## src/rtl/haze_pkg.sv

```systemverilog
// Shared types and constants for the dehaze frame controller.
package haze_pkg;

    typedef enum logic [1:0] {
        IDLE   = 2'd0,
        ACTIVE = 2'd1,
        COMMIT = 2'd2
    } state_e;

    localparam logic [7:0] OMEGA_DEF_Q08 = 8'd243;
    localparam logic [7:0] T0_DEF_Q08    = 8'd26;
    localparam logic [7:0] A_DEF_VAL     = 8'd255;

    // One spare bit above the exact frame size so a saturated count can never alias a good frame.
    function automatic int pix_cnt_width(input int w, input int h);
        return $clog2(w * h + 1) + 1;
    endfunction

endpackage

```

## src/rtl/frame_stat_acc.sv

```systemverilog
// Per-frame statistics: saturating accepted-pixel counter and running 8-bit maximum.
module frame_stat_acc #(
    parameter int CW = 20
) (
    input  logic          clk,
    input  logic          rst,
    input  logic          clear,
    input  logic          accept,
    input  logic [7:0]    pix,
    output logic [CW-1:0] count,
    output logic [7:0]    max_val
);

    logic [CW-1:0] count_q, count_d;
    logic [7:0]    max_q, max_d;

    // Clear and accept may coincide: the pixel of the clearing cycle starts the new frame.
    always_comb begin
        count_d = count_q;
        max_d   = max_q;
        if (clear) begin
            count_d = '0;
            max_d   = '0;
        end
        if (accept) begin
            if (count_d != '1) begin
                count_d = count_d + 1'b1;
            end
            if (pix > max_d) begin
                max_d = pix;
            end
        end
    end

    always_ff @(posedge clk or posedge rst) begin
        if (rst) begin
            count_q <= '0;
            max_q   <= '0;
        end else begin
            count_q <= count_d;
            max_q   <= max_d;
        end
    end

    assign count   = count_q;
    assign max_val = max_q;

endmodule

```

## src/rtl/haze_frame_ctrl.sv

```systemverilog
// Frame-boundary controller: atmospheric light, pixel-count check, shadowed omega/t0.
// Define ATM_LIGHT_IIR_EN to smooth atm_light across frames with a 3/4 IIR.
module haze_frame_ctrl
    import haze_pkg::*;
#(
    parameter int         PIC_WIDTH  = 640,
    parameter int         PIC_HEIGHT = 480,
    parameter logic [7:0] OMEGA_DEF  = OMEGA_DEF_Q08,
    parameter logic [7:0] T0_DEF     = T0_DEF_Q08,
    parameter logic [7:0] A_DEF      = A_DEF_VAL
) (
    input  logic        clk,
    input  logic        rst,
    input  logic        dc_frame_vsync,
    input  logic        dc_frame_href,
    input  logic        dc_frame_clken,
    input  logic [7:0]  dc_img,
    input  logic        cfg_valid,
    output logic        cfg_ready,
    input  logic [7:0]  cfg_omega,
    input  logic [7:0]  cfg_t0,
    output logic [7:0]  atm_light,
    output logic [7:0]  omega,
    output logic [7:0]  t0,
    output logic        param_valid,
    output logic        frame_done,
    output logic        frame_err,
    output logic [15:0] frame_cnt
);

    localparam int          CW        = pix_cnt_width(PIC_WIDTH, PIC_HEIGHT);
    localparam logic [CW-1:0] FRAME_PIX = CW'(PIC_WIDTH * PIC_HEIGHT);

    state_e        state_q;
    logic          vsync_q;
    logic [7:0]    atm_light_q, omega_q, t0_q;
    logic          param_valid_q, frame_done_q, frame_err_q;
    logic [15:0]   frame_cnt_q;
    logic          pend_valid_q;
    logic [7:0]    pend_omega_q, pend_t0_q;

    logic          pix_ok, vsync_rise, acc_clear, acc_accept, frame_good;
    logic [CW-1:0] acc_count;
    logic [7:0]    acc_max, new_a;

    assign pix_ok     = dc_frame_vsync & dc_frame_href & dc_frame_clken;
    assign vsync_rise = dc_frame_vsync & ~vsync_q;
    assign acc_clear  = (state_q == IDLE) & vsync_rise;
    assign acc_accept = pix_ok & ((state_q == ACTIVE) | acc_clear);
    assign frame_good = (acc_count == FRAME_PIX);

    frame_stat_acc #(
        .CW(CW)
    ) u_stat (
        .clk     (clk),
        .rst     (rst),
        .clear   (acc_clear),
        .accept  (acc_accept),
        .pix     (dc_img),
        .count   (acc_count),
        .max_val (acc_max)
    );

`ifdef ATM_LIGHT_IIR_EN
    logic [9:0] iir_sum;
    assign iir_sum = {2'b00, atm_light_q} * 10'd3 + {2'b00, acc_max} + 10'd2;
    // The first good frame seeds the filter so it does not start from the reset default.
    assign new_a   = param_valid_q ? iir_sum[9:2] : acc_max;
`else
    assign new_a   = acc_max;
`endif

    always_ff @(posedge clk or posedge rst) begin
        if (rst) begin
            state_q       <= IDLE;
            vsync_q       <= 1'b1;
            atm_light_q   <= A_DEF;
            omega_q       <= OMEGA_DEF;
            t0_q          <= T0_DEF;
            param_valid_q <= 1'b0;
            frame_done_q  <= 1'b0;
            frame_err_q   <= 1'b0;
            frame_cnt_q   <= 16'd0;
            pend_valid_q  <= 1'b0;
            pend_omega_q  <= 8'd0;
            pend_t0_q     <= 8'd0;
        end else begin
            vsync_q      <= dc_frame_vsync;
            frame_done_q <= 1'b0;
            frame_err_q  <= 1'b0;

            if (cfg_valid && !pend_valid_q) begin
                pend_valid_q <= 1'b1;
                pend_omega_q <= cfg_omega;
                pend_t0_q    <= cfg_t0;
            end

            case (state_q)
                IDLE: begin
                    if (vsync_rise) begin
                        state_q <= ACTIVE;
                    end
                end
                ACTIVE: begin
                    if (!dc_frame_vsync) begin
                        state_q <= COMMIT;
                    end
                end
                COMMIT: begin
                    if (frame_good) begin
                        atm_light_q   <= new_a;
                        param_valid_q <= 1'b1;
                    end
                    // A write landing this cycle cannot collide: cfg_ready is low while pending.
                    if (pend_valid_q) begin
                        omega_q      <= pend_omega_q;
                        t0_q         <= pend_t0_q;
                        pend_valid_q <= 1'b0;
                    end
                    frame_done_q <= 1'b1;
                    frame_err_q  <= ~frame_good;
                    frame_cnt_q  <= frame_cnt_q + 16'd1;
                    state_q      <= IDLE;
                end
                default: state_q <= IDLE;
            endcase
        end
    end

    assign cfg_ready   = ~pend_valid_q;
    assign atm_light   = atm_light_q;
    assign omega       = omega_q;
    assign t0          = t0_q;
    assign param_valid = param_valid_q;
    assign frame_done  = frame_done_q;
    assign frame_err   = frame_err_q;
    assign frame_cnt   = frame_cnt_q;

endmodule

```

## config.mk

```make
export PLATFORM = sky130hd
export DESIGN_NAME = haze_frame_ctrl
export DESIGN_NICKNAME = d
export VERILOG_FILES = /design/src/rtl/haze_pkg.sv /design/src/rtl/frame_stat_acc.sv /design/src/rtl/haze_frame_ctrl.sv
export SDC_FILE = /design/constraint.sdc
export NUM_CORES = 1
export LEC_CHECK = 0
export CORE_AREA = 5 5 116 118
export CTS_CLUSTER_DIAMETER = 80
export DETAILED_ROUTE_END_ITERATION = 7
export DIE_AREA = 0 0 121 123
export DONT_BUFFER_PORTS = 1
export PLACE_DENSITY = 0.55
export SLEW_MARGIN = 10
export SYNTH_ARGS = -nofsm -noshare
export SYNTH_HDL_FRONTEND = slang
export SYNTH_SLANG_ARGS = --single-unit
```

## constraint.sdc

```tcl
create_clock -name clk -period 2.95 [get_ports clk]
set_input_delay 0.295 -clock clk [delete_from_list [all_inputs] [get_ports clk]]
set_output_delay 0.295 -clock clk [all_outputs]
set_load 0.05 [all_outputs]
```

* Word level (Yosys, flattened, before mapping) *
Cells that the tools add are included.

operators by class
  add/subtract/negate cells = 2
  multiply operators = 0
  div/mod/pow operators = 0
  magnitude comparators = 1
  equal/unequal tests = 6
  shift-type cells = 0
  muxes and demuxes = 14
  bitwise gates (word level) = 9
  reduce and logical (&&, ||, !) cells = 6

operators with widths
  kind                                                    number
  two-way mux 20 bit                                      3
  two-way mux 8 bit                                       3
  adder 20 x 1 -> 20 bit (second input constant)          1
  equality test 20 x 19 -> 1 bit (second input constant)  1
  inequality test 20 bit (second input constant)          1
  adder 16 x 1 -> 16 bit (second input constant)          1
  > comparator 8 bit                                      1
  AND reduction 2 bit                                     3
  bitwise AND 1 bit                                       5
  two-way mux 1 bit                                       5
  two-way mux 2 bit                                       2
  inequality test 2 bit (second input constant)           2
  case mux 2 bit (2 select lines)                         1
  inverter 1 bit                                          3
  equality test 2 x 1 -> 1 bit (second input constant)    1
  equality test 2 bit (second input constant)             1
  zero test 2 bit                                         1
  logical AND 1 bit                                       1
  zero test 1 bit                                         1
  OR 1 bit                                                1

storage, ports and cells
  bits in registers = 91
  bits in latches = 0
  bits in writable memories = 0
  memory bits (read-only) = 0
  input bits = 30
  logic and storage cells = 52
  memories kept = 0

* Logic depth before layout (Yosys ltp) *
  depth after elaboration = 7
  gate-level depth with buffers = 10
  mapped depth without buffers = 8

* Hierarchy *
Synthesis repeated with hierarchy kept, for this count alone.

unflattened totals
  cell total of the unflattened synthesis = 345
  area, all modules = 4215.3 sq um

modules (own cells, without submodules)
  module           instances  cells each  area each (sq um)  seq. area each (sq um)
  haze_frame_ctrl  1          172         2514.9             1599.0
  frame_stat_acc   1          173         1700.4             700.7

* Worst setup path after synthesis *
OpenSTA, ideal clock, no wires.

  path kind = reg2reg
  start point = register state_q[0]
  end point = register u_stat.max_q[0] (netlist: u_stat.max_val[0])
  library setup time = 0.125 ns
  data arrival time = 3.052 ns
  required time = 2.825 ns
  setup slack = -0.227 ns
  cell stages (with the launch flop) = 11
  path buffers = 2
  cell sequence = dfrtp_1 or4b_1 clkbuf_1 clkbuf_1 nand2_1 ha_1 nor2b_1 o211ai_1 a21oi_1 o31ai_2 mux2_2

between the ends
  cells in the longest elaborated chain, start to end = 6

ends and longest elaborated chain
  item                    RTL line                source
  from (decl)             haze_frame_ctrl.sv:34   state_e state_q;
  from (signal assigned)  haze_frame_ctrl.sv:75   state_q <= IDLE;
  from (signal assigned)  haze_frame_ctrl.sv:101  state_q <= ACTIVE;
  from (signal assigned)  haze_frame_ctrl.sv:106  state_q <= COMMIT;
  zero test 2 bit         haze_frame_ctrl.sv:48   assign acc_clear = (state_q == IDLE) & vsync_rise;
  bitwise AND 1 bit       haze_frame_ctrl.sv:48
  two-way mux 8 bit       frame_stat_acc.sv:21    if (clear) begin
  > comparator 8 bit      frame_stat_acc.sv:29    if (pix > max_d) begin
  two-way mux 8 bit       frame_stat_acc.sv:29
  two-way mux 8 bit *     frame_stat_acc.sv:25    if (accept) begin
  net u_stat.max_d[0]     frame_stat_acc.sv:15    logic [7:0] max_q, max_d;
  to (signal assigned)    frame_stat_acc.sv:41    max_q <= max_d;
  to (decl)               frame_stat_acc.sv:15

Mark *: on every way through the listed nets, which the timed path passes. The rest lies on a longest branch.
A chain may end at the register's enable or synchronous reset.

* Worst setup path in the final report *
  start point = register vsync_q
  end point = register u_stat.count_q[1] (netlist: u_stat.count[1])

between the ends
  cells in the longest elaborated chain, start to end = 7

ends and longest elaborated chain
  item                                                              RTL line                                    source
  from (decl)                                                       haze_frame_ctrl.sv:35                       logic vsync_q;
  from (signal assigned)                                            haze_frame_ctrl.sv:88                       vsync_q <= dc_frame_vsync;
  inverter 1 bit *                                                  haze_frame_ctrl.sv:47                       assign vsync_rise = dc_frame_vsync & ~vsync_q;
  bitwise AND 1 bit *                                               haze_frame_ctrl.sv:47
  bitwise AND 1 bit *                                               haze_frame_ctrl.sv:48
  two-way mux 20 bit                                                frame_stat_acc.sv:21
  adder 20 x 1 -> 20 bit or inequality test 20 bit (tied branches)  frame_stat_acc.sv:27, frame_stat_acc.sv:26
  two-way mux 20 bit                                                frame_stat_acc.sv:26                        if (count_d != '1) begin
  two-way mux 20 bit *                                              frame_stat_acc.sv:25
  net u_stat.count_d[1]                                             frame_stat_acc.sv:14                        logic [CW-1:0] count_q, count_d;
  to (signal assigned)                                              frame_stat_acc.sv:40                        count_q <= count_d;
  to (decl)                                                         frame_stat_acc.sv:14

Marks and branches as above.

==> results.cfg <==
[clock_network]
cts_tree = done
cts.reportedPaths.clkPinSlew_ps = 60
cts_setup_buffers = 0
cts_max_level = 3
clockBufferDepth = 2
clk_latency_ps = 340
cts.sinks = 91
ctsHoldBuffers = 2
cts_resized = 0
numCtsBuffers = 9
clockRootBuffer = clkbuf_16

[power]
fin_total_pwr_mw = 3.86
vdd.ir_drop.worst_uv = 346
power.density_nw_per_um2 = 808
pwr-share-clk_pct = 32.7
comb_power_share_pct = 10.1
switchingPower_mw = 1.31
p_int_mw = 2.55
leakagePower_nw = 2.03
seqPwrFrac_pct = 57.2
switching_share_pct = 34.0

[cells_and_area]
syn_to_final_growth_pct = 14.7
fin_util_pct = 38.7
drive_above_1_share_pct = 26.3
nets = 400
n_antenna_cell = 0
fin_cells = 537
fillers = 1176
final_cell_mix = dfrtp_1 (73), mux2_2 (42), nand2_1 (33)
layout_commonest_cell = dfrtp_1

[synth]
synth-simple-area-share_pct = 16.9
synth.avg_cell_area_um2 = 12.0
synth_top_family_by_area = simple AND/OR/NAND/NOR gates
ys_seq_elements = 91
netlist_area_um2 = 4170
syn_inst = 348
synth_cell_types = 41
synth_edf_count = 0
yosysTopAreaCellShare_pct = 43.8
synth_xor_area_share_pct = 5.25
muxShareOfSynthArea_pct = 13.8
synth-adder-area-share_pct = 3.00
synthArstFlopShare_pct = 100
seq_area_frac_synth_pct = 55.1
yosys-top-cells-area = dfrtp_1 (44%), mux2_2 (12%), dfstp_2 (11%)
syn_nets = 388
yosysWarningCount = 0
synth-compound-area-share_pct = 3.90
synth_ff_type = dfrtp_1
synth_top_area_cell = dfrtp_1

[timing]
period_share_pct = 93.1
setup_viol = 0
finalHoldViolCount = 0
finalClockSkew_ps = 4.28
slew_violations = 0
fmax_ghz = 0.364
fin_tns_setup_ps = 0
setup_ws_ps = 202
tightest_slew_ps = 865
maxSlewHeadroom_pct = 41.8
rsz0062_at_grt = false
layout_min_cycle_time_ps = 2750

[hold_path]
min_path_type = in2reg

[floorplanning]
ios = 74
fp.coreArea_um2 = 12400
die_x_um = 121
start_util_pct = 33.7
rows = 41
chipHeight_um = 123
die_area_um2 = 14900

[worst_setup_path]
worstPathArrival_ps = 2970
start_kind = flip-flop
required_ps = 3170
end_kind = flip-flop
path_class = reg2reg
critPathMaxFanout = 12

[global_routing]
grt_max_degree = 44
antenna_found_initial = 0
grt_pass1_wl_um = 14100
grt_pass1_vias = 2684
grt.total_usage_pct = 11.8
overflow = 0

[route]
avgViaCountPerCell = 5.02
drc = 0
totalWireLength_um = 8380
ant_nets = 0
drt_iter0_drc = 162
wire_per_inst_um = 15.6
first_pass_iters = 4
vias = 2698

[place]
place_congestion = 0.852
dp_cells = 519
portBuffers = 0
dpl.hpwl_um = 6270
pre_cts_slack_ps = 219

[run]
cap_violations = 0

[status]
status = completed
worst max-delay path, stage by stage, from the launching register on:
cell,delay (ps)
dfstp_2,540
or4b_4,200
and2_1,180
ha_1,210
nand3_1,110
or4b_1,610
o31ai_4,390
mux2_2,390
cell usage after synthesis (all sizes together) (5+ instances only):
library cell	instances
dfrtp	73
mux2	43
nand2	33
dfstp	18
nand4	15
nor2	15
xnor2	15
inv	12
nand3	12
ha	10
xor2	10
mux2i	9
clkbuf	8
or3	8
a21oi	7
and2	6
o21ai	6
and4	5
nor2b	5
nor4	5
cells by family after synthesis:
kind of cell | Yosys count
AOI/OAI and AO/OA | 23
xor gates and xnor gates | 25
adders and majority gates | 10
buffers and inverters | 22
DFF | 91
muxes | 52
and+or+nand+nor | 125
worst paths after layout:
path                                 from         endpoint  slack, ps  depth (start not counted)
setup / recovery                  vsync_q  u_stat.count[1]        200                          7
setup reg to reg                  vsync_q  u_stat.count[1]        200                          7
hold / removal             dc_frame_vsync       state_q[1]         20                          1
min in group asynchronous             rst            t0[2]        530                          2
max in group asynchronous             rst         omega[4]       1520                          3
hold reg to reg              pend_t0_q[2]     pend_t0_q[2]        500                          1
power by group through the flow:
stage	clock [mW]	combinational, mW	sequential, mW
after floorplan	0	0.335	2.18
after global placement	0	0.381	2.23
after detailed placement	0	0.397	2.24
after CTS	1.31	0.401	2.22
after global routing	1.36	0.441	2.24
final	1.26	0.391	2.21
state kept, by name, indices dropped and copies added (netlist names), 2 cells and up:
register / count
atm_light: 8
frame_cnt: 16
omega: 8
pend_omega_q: 8
pend_t0_q: 8
state_q: 2
t0: 8
u_stat.count: 20
u_stat.max_val: 8
layer usage:
layer | wire length [um] | vias up | share of wire [%] | GRT usage, %
met4 | 77 | 0 | 0.92 | 4.32
met2 | 3940 | 85 | 47 | 18.3
met3 | 649 | 8 | 7.7 | 4.35
li1 | - | 1265 | - | -
met1 | 3710 | 1340 | 44 | 15.2
met5 | 0 | - | 0 | 0
per-stage QoR:
step	cell area, um^2	hold WS [ps]
final	4780	21.8
after detailed placement	4430	300
after global placement	4430	300
after floorplan	4190	299
after global routing	4780	4.61
after CTS	4780	2.07
layout make-up:
type	count	area, um^2	area share (%)
Multi-Input combinational cell	235	1800	37.7
Clock buffer	10	239	5.00
Sequential cell	91	2300	48.1
Clock inverter	6	93.8	1.96
Inverter	12	46.3	0.968
Timing Repair Buffer	11	87.6	1.83
Tap cell	172	215	4.50
Note: power is estimated with default switching activity, not from simulation.
